===== config.mk =====
export PLATFORM = sky130hd
export DESIGN_NAME = simon_game_fsm
export DESIGN_NICKNAME = d
export VERILOG_FILES = /design/src/rtl/simon_game_fsm.sv
export SDC_FILE = /design/constraint.sdc
export NUM_CORES = 1
export LEC_CHECK = 0
export ABC_AREA = 0
export BUFFER_PORTS_ARGS = -buffer_cell sky130_fd_sc_hd__buf_4
export CORE_AREA = 2 2 90 83
export CTS_CLUSTER_SIZE = 14
export DETAILED_ROUTE_END_ITERATION = 10
export DIE_AREA = 0 0 92 85
export PLACE_DENSITY = 0.58
export SLEW_MARGIN = 20
export SYNTH_ARGS = -nofsm -noshare
export SYNTH_HDL_FRONTEND = slang
export SYNTH_SLANG_ARGS = --single-unit

===== constraint.sdc =====
create_clock -name clk -period 1.9 [get_ports clk]
set_input_delay 0.475 -clock clk [delete_from_list [all_inputs] [get_ports clk]]
set_output_delay 0.475 -clock clk [all_outputs]
set_load 0.01 [all_outputs]

===== src/rtl/simon_game_fsm.sv =====
// Simon game sequencer: plays a growing LFSR-derived colour sequence on four LEDs,
// checks the player's presses against it and reports win/lose with a one-cycle done pulse.
module simon_game_fsm #(
    parameter int          MAX_LEVEL      = 8,
    parameter int          SHOW_CYCLES    = 8,
    parameter int          GAP_CYCLES     = 4,
    parameter int          TIMEOUT_CYCLES = 64,
    parameter logic [7:0]  SEED           = 8'hA5
) (
    input  logic       clk,
    input  logic       rst,
    input  logic       run,
    input  logic [3:0] btn_pulse,
    output logic [3:0] led,
    output logic       game_complete,
    output logic       win,
    output logic       lose,
    output logic [3:0] level
);

    localparam int CNT_MAX_A = (SHOW_CYCLES > GAP_CYCLES) ? SHOW_CYCLES : GAP_CYCLES;
    localparam int CNT_MAX   = (CNT_MAX_A > TIMEOUT_CYCLES) ? CNT_MAX_A : TIMEOUT_CYCLES;
    localparam int TW        = (CNT_MAX > 1) ? $clog2(CNT_MAX) : 1;

    localparam logic [TW-1:0] SHOW_LAST    = TW'(SHOW_CYCLES - 1);
    localparam logic [TW-1:0] GAP_LAST     = TW'(GAP_CYCLES - 1);
    localparam logic [TW-1:0] TIMEOUT_LAST = TW'(TIMEOUT_CYCLES - 1);
    localparam logic [3:0]    MAX_LVL      = 4'(MAX_LEVEL);

    typedef enum logic [3:0] {
        S_IDLE,
        S_LOAD,
        S_PLAY_INIT,
        S_SHOW_ON,
        S_SHOW_OFF,
        S_INPUT_INIT,
        S_INPUT,
        S_WIN,
        S_LOSE,
        S_END
    } state_t;

    state_t          state;
    state_t          next_state;
    logic [7:0]      free_cnt;
    logic [7:0]      lfsr;
    logic [7:0]      seed_q;
    logic [3:0]      idx;
    logic [TW-1:0]   timer;

    logic [7:0]      lfsr_next;
    logic [7:0]      seed_mix;
    logic [3:0]      colour_hot;
    logic            press;
    logic            press_ok;
    logic            show_done;
    logic            gap_done;
    logic            timeout;
    logic            round_done;
    logic            at_max;

    assign lfsr_next  = {lfsr[6:0], lfsr[7] ^ lfsr[5] ^ lfsr[4] ^ lfsr[3]};
    assign seed_mix   = free_cnt ^ SEED;
    assign colour_hot = 4'b0001 << lfsr[1:0];
    assign press      = |btn_pulse;
    assign press_ok   = (btn_pulse == colour_hot);
    assign show_done  = (timer == SHOW_LAST);
    assign gap_done   = (timer == GAP_LAST);
    assign timeout    = (timer == TIMEOUT_LAST);
    assign round_done = ((idx + 4'd1) == level);
    assign at_max     = (level == MAX_LVL);

    always_ff @(posedge clk or posedge rst) begin
        if (rst) begin
            state <= S_IDLE;
        end else begin
            state <= next_state;
        end
    end

    // A press is judged before the timeout, so a correct press on the last timer cycle still counts.
    always_comb begin
        next_state    = state;
        led           = 4'b0000;
        game_complete = 1'b0;
        case (state)
            S_IDLE:       if (run) next_state = S_LOAD;
            S_LOAD:       next_state = S_PLAY_INIT;
            S_PLAY_INIT:  next_state = S_SHOW_ON;
            S_SHOW_ON: begin
                led = colour_hot;
                if (show_done) next_state = S_SHOW_OFF;
            end
            S_SHOW_OFF: begin
                if (gap_done) next_state = (idx == level) ? S_INPUT_INIT : S_SHOW_ON;
            end
            S_INPUT_INIT: next_state = S_INPUT;
            S_INPUT: begin
                if (press) begin
                    if (!press_ok)       next_state = S_LOSE;
                    else if (round_done) next_state = at_max ? S_WIN : S_PLAY_INIT;
                end else if (timeout) begin
                    next_state = S_LOSE;
                end
            end
            S_WIN, S_LOSE: begin
                game_complete = 1'b1;
                next_state    = S_END;
            end
            S_END:        if (!run) next_state = S_IDLE;
            default:      next_state = S_IDLE;
        endcase
    end

    // free_cnt only counts idle cycles with run low, so the cycle that starts a game keeps the seed it saw.
    always_ff @(posedge clk or posedge rst) begin
        if (rst) begin
            free_cnt <= 8'd0;
            lfsr     <= SEED;
            seed_q   <= SEED;
            idx      <= 4'd0;
            timer    <= '0;
            level    <= 4'd0;
            win      <= 1'b0;
            lose     <= 1'b0;
        end else begin
            case (state)
                S_IDLE: begin
                    if (!run) free_cnt <= free_cnt + 8'd1;
                end
                S_LOAD: begin
                    seed_q <= (seed_mix == 8'd0) ? SEED : seed_mix;
                    level  <= 4'd1;
                    win    <= 1'b0;
                    lose   <= 1'b0;
                end
                S_PLAY_INIT, S_INPUT_INIT: begin
                    lfsr  <= seed_q;
                    idx   <= 4'd0;
                    timer <= '0;
                end
                S_SHOW_ON: begin
                    if (show_done) begin
                        timer <= '0;
                        lfsr  <= lfsr_next;
                        idx   <= idx + 4'd1;
                    end else begin
                        timer <= timer + 1'b1;
                    end
                end
                S_SHOW_OFF: begin
                    if (gap_done) timer <= '0;
                    else          timer <= timer + 1'b1;
                end
                S_INPUT: begin
                    if (press && press_ok) begin
                        lfsr  <= lfsr_next;
                        idx   <= idx + 4'd1;
                        timer <= '0;
                        if (round_done && !at_max) level <= level + 4'd1;
                    end else if (!press && !timeout) begin
                        timer <= timer + 1'b1;
                    end
                end
                S_END: begin
                    if (!run) level <= 4'd0;
                end
                default: ;
            endcase
            // Flags are set on entry so they are already valid alongside the completion pulse.
            if (next_state == S_WIN)  win  <= 1'b1;
            if (next_state == S_LOSE) lose <= 1'b1;
        end
    end

endmodule


* Yosys cells after proc, flatten, opt, wreduce, memory -nomap -nowiden *
Cells that the tools add are included.

storage, ports and cells
  logic and storage cells = 94
  input bits = 7
  output and inout bits = 11
  bits in registers = 44

operators by class
  equal/unequal tests = 23
  add/sub/neg operators = 4
  mux-type cells = 32
  reduce and logical (&&, ||, !) cells = 20
  bitwise operators = 5
  shifts and indexed selects = 1

operators with widths
  operator               count
  $mux W4                14
  $pmux W4 S9            1
  $mux W6                4
  $mux W8                3
  $pmux W4 S3            2
  $pmux W6 S4            1
  $pmux W8 S3            1
  $eq A4 B3 Y1 const B   5
  $eq A4 B4 Y1 const B   4
  $eq A4 B4 Y1           3
  $add A4 B1 Y4 const B  2
  $add A8 B1 Y8 const B  1
  $eq A4 B2 Y1 const B   2
  $logic_not A8 Y1       1
  $ne A2 B2 Y1 const B   4
  $add A6 B1 Y6 const B  1
  $eq A6 B2 Y1 const B   1
  $eq A6 B3 Y1 const B   1
  $eq A6 B6 Y1 const B   1
  $mux W3                2
  $reduce_bool A3 Y1     2
  $eq A4 B1 Y1 const B   1
  $logic_not A4 Y1       1
  $mux W1                4
  14 further kinds       23

* Longest topological paths before layout *
  word-level depth = 8
  mapped depth = 8
  depth with buffers taken out = 8

* Worst setup path after synthesis *
OpenSTA, ideal clock, no wires.

  path type = register to register
  start point = register timer[0]
  end point = register idx[3]
  arrival = 1.895 ns
  period minus slack after synthesis = 1.976 ns
  data required time = 1.818 ns
  path slack = -0.076 ns
  cell stages (with the launch flop) = 8
  library setup time = 0.082 ns
  path buffers = 1
  path through = dfrtp_1 ha_1 or4b_1 buf_4 nor2_8 a221oi_2 or4_4 o211ai_2

between the ends
  longest elaborated chain between the ends = 3

RTL lines
  element                      line  text
  start, declared              49    logic [TW-1:0] timer;
  start signal, assigned       148   timer <= timer + 1'b1;
  start signal, assigned       153   else timer <= timer + 1'b1;
  start signal, assigned       162   timer <= timer + 1'b1;
  $eq A6 B3 Y1                 67    assign show_done = (timer == SHOW_LAST);
  $ne A2 B2 Y1 (no line)       --
  $reduce_and A3 Y1 (no line)  --
  end signal, assigned         146   idx <= idx + 4'd1;
  end signal, assigned         158   idx <= idx + 4'd1;
  end, declared                48    logic [3:0] idx;

Every way passes these cells.
A chain may end at the register's enable or synchronous reset.

* Worst setup path after layout *
  start point = register timer[0]
  end point = register timer[4]

between the ends
  longest elaborated chain between the ends = 5
  elaborated cells between the ends (all ways) = 13
  those cells by class = add/sub (1); eq/ne (4); mux (5); reduce/logical (3)

RTL lines
  element
  branches (longest 5 deep; another with $add A6 B1 Y6)

Several ways; the timed one is not identified. The select of a mux whose other input is x is not followed.

==> out/metrics.yaml <==
run_status: "complete, but fails checks"
failed_checks: "setup timing"
worstPathRequired_ns: 2.10
p_seq_share_pct: 27.8
p_per_area_nw_per_um2: 1543
insertion_delay_ns: 0.30
drt_iter0_markers: 256
p_sw_mw: 2.170
cpMaxStageDelayCell: "or4b_4"
critPathLaunch: "timer[0]$_DFFE_PP0P_"
dieArea_um2: 7820
drc: 0
htreeDepth: 2
syn_area_per_cell_um2: 8.922
grt_usage_pct: 17.68
n_antenna_cell: 0
synthArstFlopShare_pct: 100.0
max_slew_margin_pct: 62.47
grt_pass1_wl_mm: 11.29
criticalPathCategory: "reg2reg"
die_w_um: 92
finish.instance_area_um2: 3578
cp.arrival_ns: 2.18
num_rows: 29
ir_drop_v: 0.0008244
leakage_nw: 1.665
drive_gt1_share_pct: 34.34
clock_power_share_pct: 15.3
r2r_start: "timer[0]$_DFFE_PP0P_"
drv_cap: 0
grt_pass1_vias: 2280
wl_per_cell_um: 14.32
max_stage_delay_ns: 0.51
nets: 377
cts_tree: "built"
antenna_found_initial: 0
p_total_mw: 5.520
place_congestion: 0.8704
vias: 2385
p_comb_share_pct: 56.9
routed_via_density: 5.219
tightest_slew_ns: 0.5595
setup_viol: 21
synth_area_leaders: "dfrtp_1 35%, dfstp_2 8.1%, nand2_1 6.8%, nor2_1 4.0%, xnor2_1 4.0%"
yosysTopAreaCell: "dfrtp_1"
syn_to_final_growth_pct: 37.83
switching_share_pct: 39.32
core_um2: 6894
whs_ns: 0.1513
fin_crit_sh_pct: 104.4
ys_seq_area_share_pct: 42.80
synth_top_area_share_pct: 34.70
yosys.cell_types.count: 54
routed_wl_mm: 6.544
grt_max_degree: 33
port_buffers: 17
final-max-slew-violation-count: 0
worst_slack_ns: -0.08349
cts-hold-fix-buffers: 0
worstPathCellList: "ha_2, or4b_4, nor3_1, o21ai_2, a21o_1, a22o_1"
start_util_pct: 37.66
finalHoldViolations: 0
start_kind: "flip-flop"
io_pins: 18
path_clk_slew_ns: 0.09
worstPathMaxFanout: 4
grt_overflow: 0
fin_skew_ns: 0.007657
synth_edf_count: 0
dp_slack_ns: -0.2801
yosys_register_bits: 44
synth_area_um2: 2596
post-route-util_pct: 51.91
final.min_clock_period_ns: 1.983
synthFlopType: "dfrtp_1"
placed_area_um2: 3161
ant_nets: 0
drt_first_pass_iters: 4
cts_buffer_depth: 2
die_h_um: 85
syn_nets: 304
synth_warnings: 0
cts_buffers: 5
dpl.hpwl_mm: 4.586
rsz0062_at_grt: "yes"
cts_root_buffer: "clkbuf_8"
p_int_mw: 3.350
clock.fmax_ghz: 0.5042
endpoint_kind: "flip-flop"
hold_path_class: "in2async"
syn_inst: 291
clock_sinks: 44
[power by group through the flow]
stage	Sequential (mW)	Combinational [mW]	Clock (mW)
2_1_floorplan	1.49	1.70	0
3_3_place_gp	1.53	2.60	0
3_5_place_dp	1.53	2.62	0
4_1_cts	1.53	2.81	0.859
5_1_grt	1.57	3.48	0.906
6_report	1.53	3.14	0.847
[final timing paths]
kind,end,slack [ns],cells past startpoint
max reg2reg,timer[4]$_DFFE_PP0P_,-0.08,6
max in group asynchronous,lfsr[7]$_DFFE_PP1P_,1.17,3
max,timer[4]$_DFFE_PP0P_,-0.08,6
min,timer[4]$_DFFE_PP0P_,0.15,2
min reg2reg,lfsr[2]$_DFFE_PP1P_,0.47,2
min in group clk,lfsr[2]$_DFFE_PP1P_,0.47,2
[worst max-delay path: cells and delay by family, from the launching register on]
family	cells	cell delay, ns
AND/OR/NAND/NOR	2	0.78
flip-flops	1	0.38
adder cells (fa/ha/maj)	1	0.18
AO/OA/AOI/OAI	3	0.53
[synth_stat cells, types with 7 or more instances]
cell type and n:
a21oi_1 14, buf_2 8, dfrtp_1 36, dfstp_2 8, inv_1 11, mux2i_1 9, nand2_1 47, nand2b_1 8
nand3_1 9, nor2_1 28, o21ai_0 8, o21ai_1 14, xnor2_1 12, xor2_1 7
[placed cells by master (no fill, tap or decap), drive strengths merged, types with 3 or more instances in the layout]
cell     n
xnor2   12
nor3     4
nor2    29
inv     10
a21o     4
and3     3
dfrtp   36
ha       6
nand3    9
nand2b   8
o22ai    3
clkbuf   5
o211ai   4
o221ai   4
buf     77
a22o     4
nand2   47
mux2i    9
dfstp    8
xor2     7
o21ai   22
nor2b    3
a21oi   14
or2      3
[metrics by stage]
stage / TNS, ns / std cells
final: -0.5842 / 457
after global routing: -3.382 / 457
after CTS: -0.3045 / 450
after detailed placement: -3.500 / 438
after global placement: -3.244 / 438
after floorplan: -0.2467 / 291
[cells by family (layout without fill, tap and decap cells)]
group,count (synthesis),in the layout,share of synthesized area [%]
AO/OA/AOI/OAI,68,68,17.11
XOR/XNOR,19,19,6.410
adder cells (fa/ha/maj),6,6,2.891
buffers and inverters,22,95,3.711
flip-flops,44,44,42.79
multiplexers,9,9,3.470
AND/OR/NAND/NOR,123,123,23.61
[area by class of cell]
class,count,area (um2)
Fill cell,633,3316
Multi-Input combinational cell,225,1546
Sequential cell,44,1114
Timing Repair Buffer,77,631.9
Tap cell,93,116.4
Clock buffer,5,68.82
Clock inverter,2,60.06
Inverter,11,41.29
[timing repair]
item	4_1_cts	5_1_grt
hold endpoints to repair	0	0
gates resized for setup	27	23
setup endpoints to repair	29	31
pin swaps	11	16
setup buffers	7	7
[metal layers]
metal | vias to the layer above | global-route usage, % | part of all wire (%)
li1 | 1174 | - | -
met4 | 0 | 4.613 | 1.2
met5 | - | 0 | 0
met2 | 67 | 27.34 | 46
met1 | 1134 | 25.85 | 48
met3 | 10 | 3.020 | 4.8
[state kept, by name, summed over array words and instances (netlist names)]
register	count
free_cnt	8
idx	4
level	4
lfsr	8
lose	1
seed_q	8
state	4
timer	6
win	1
Power figures use the tool's default switching activity.
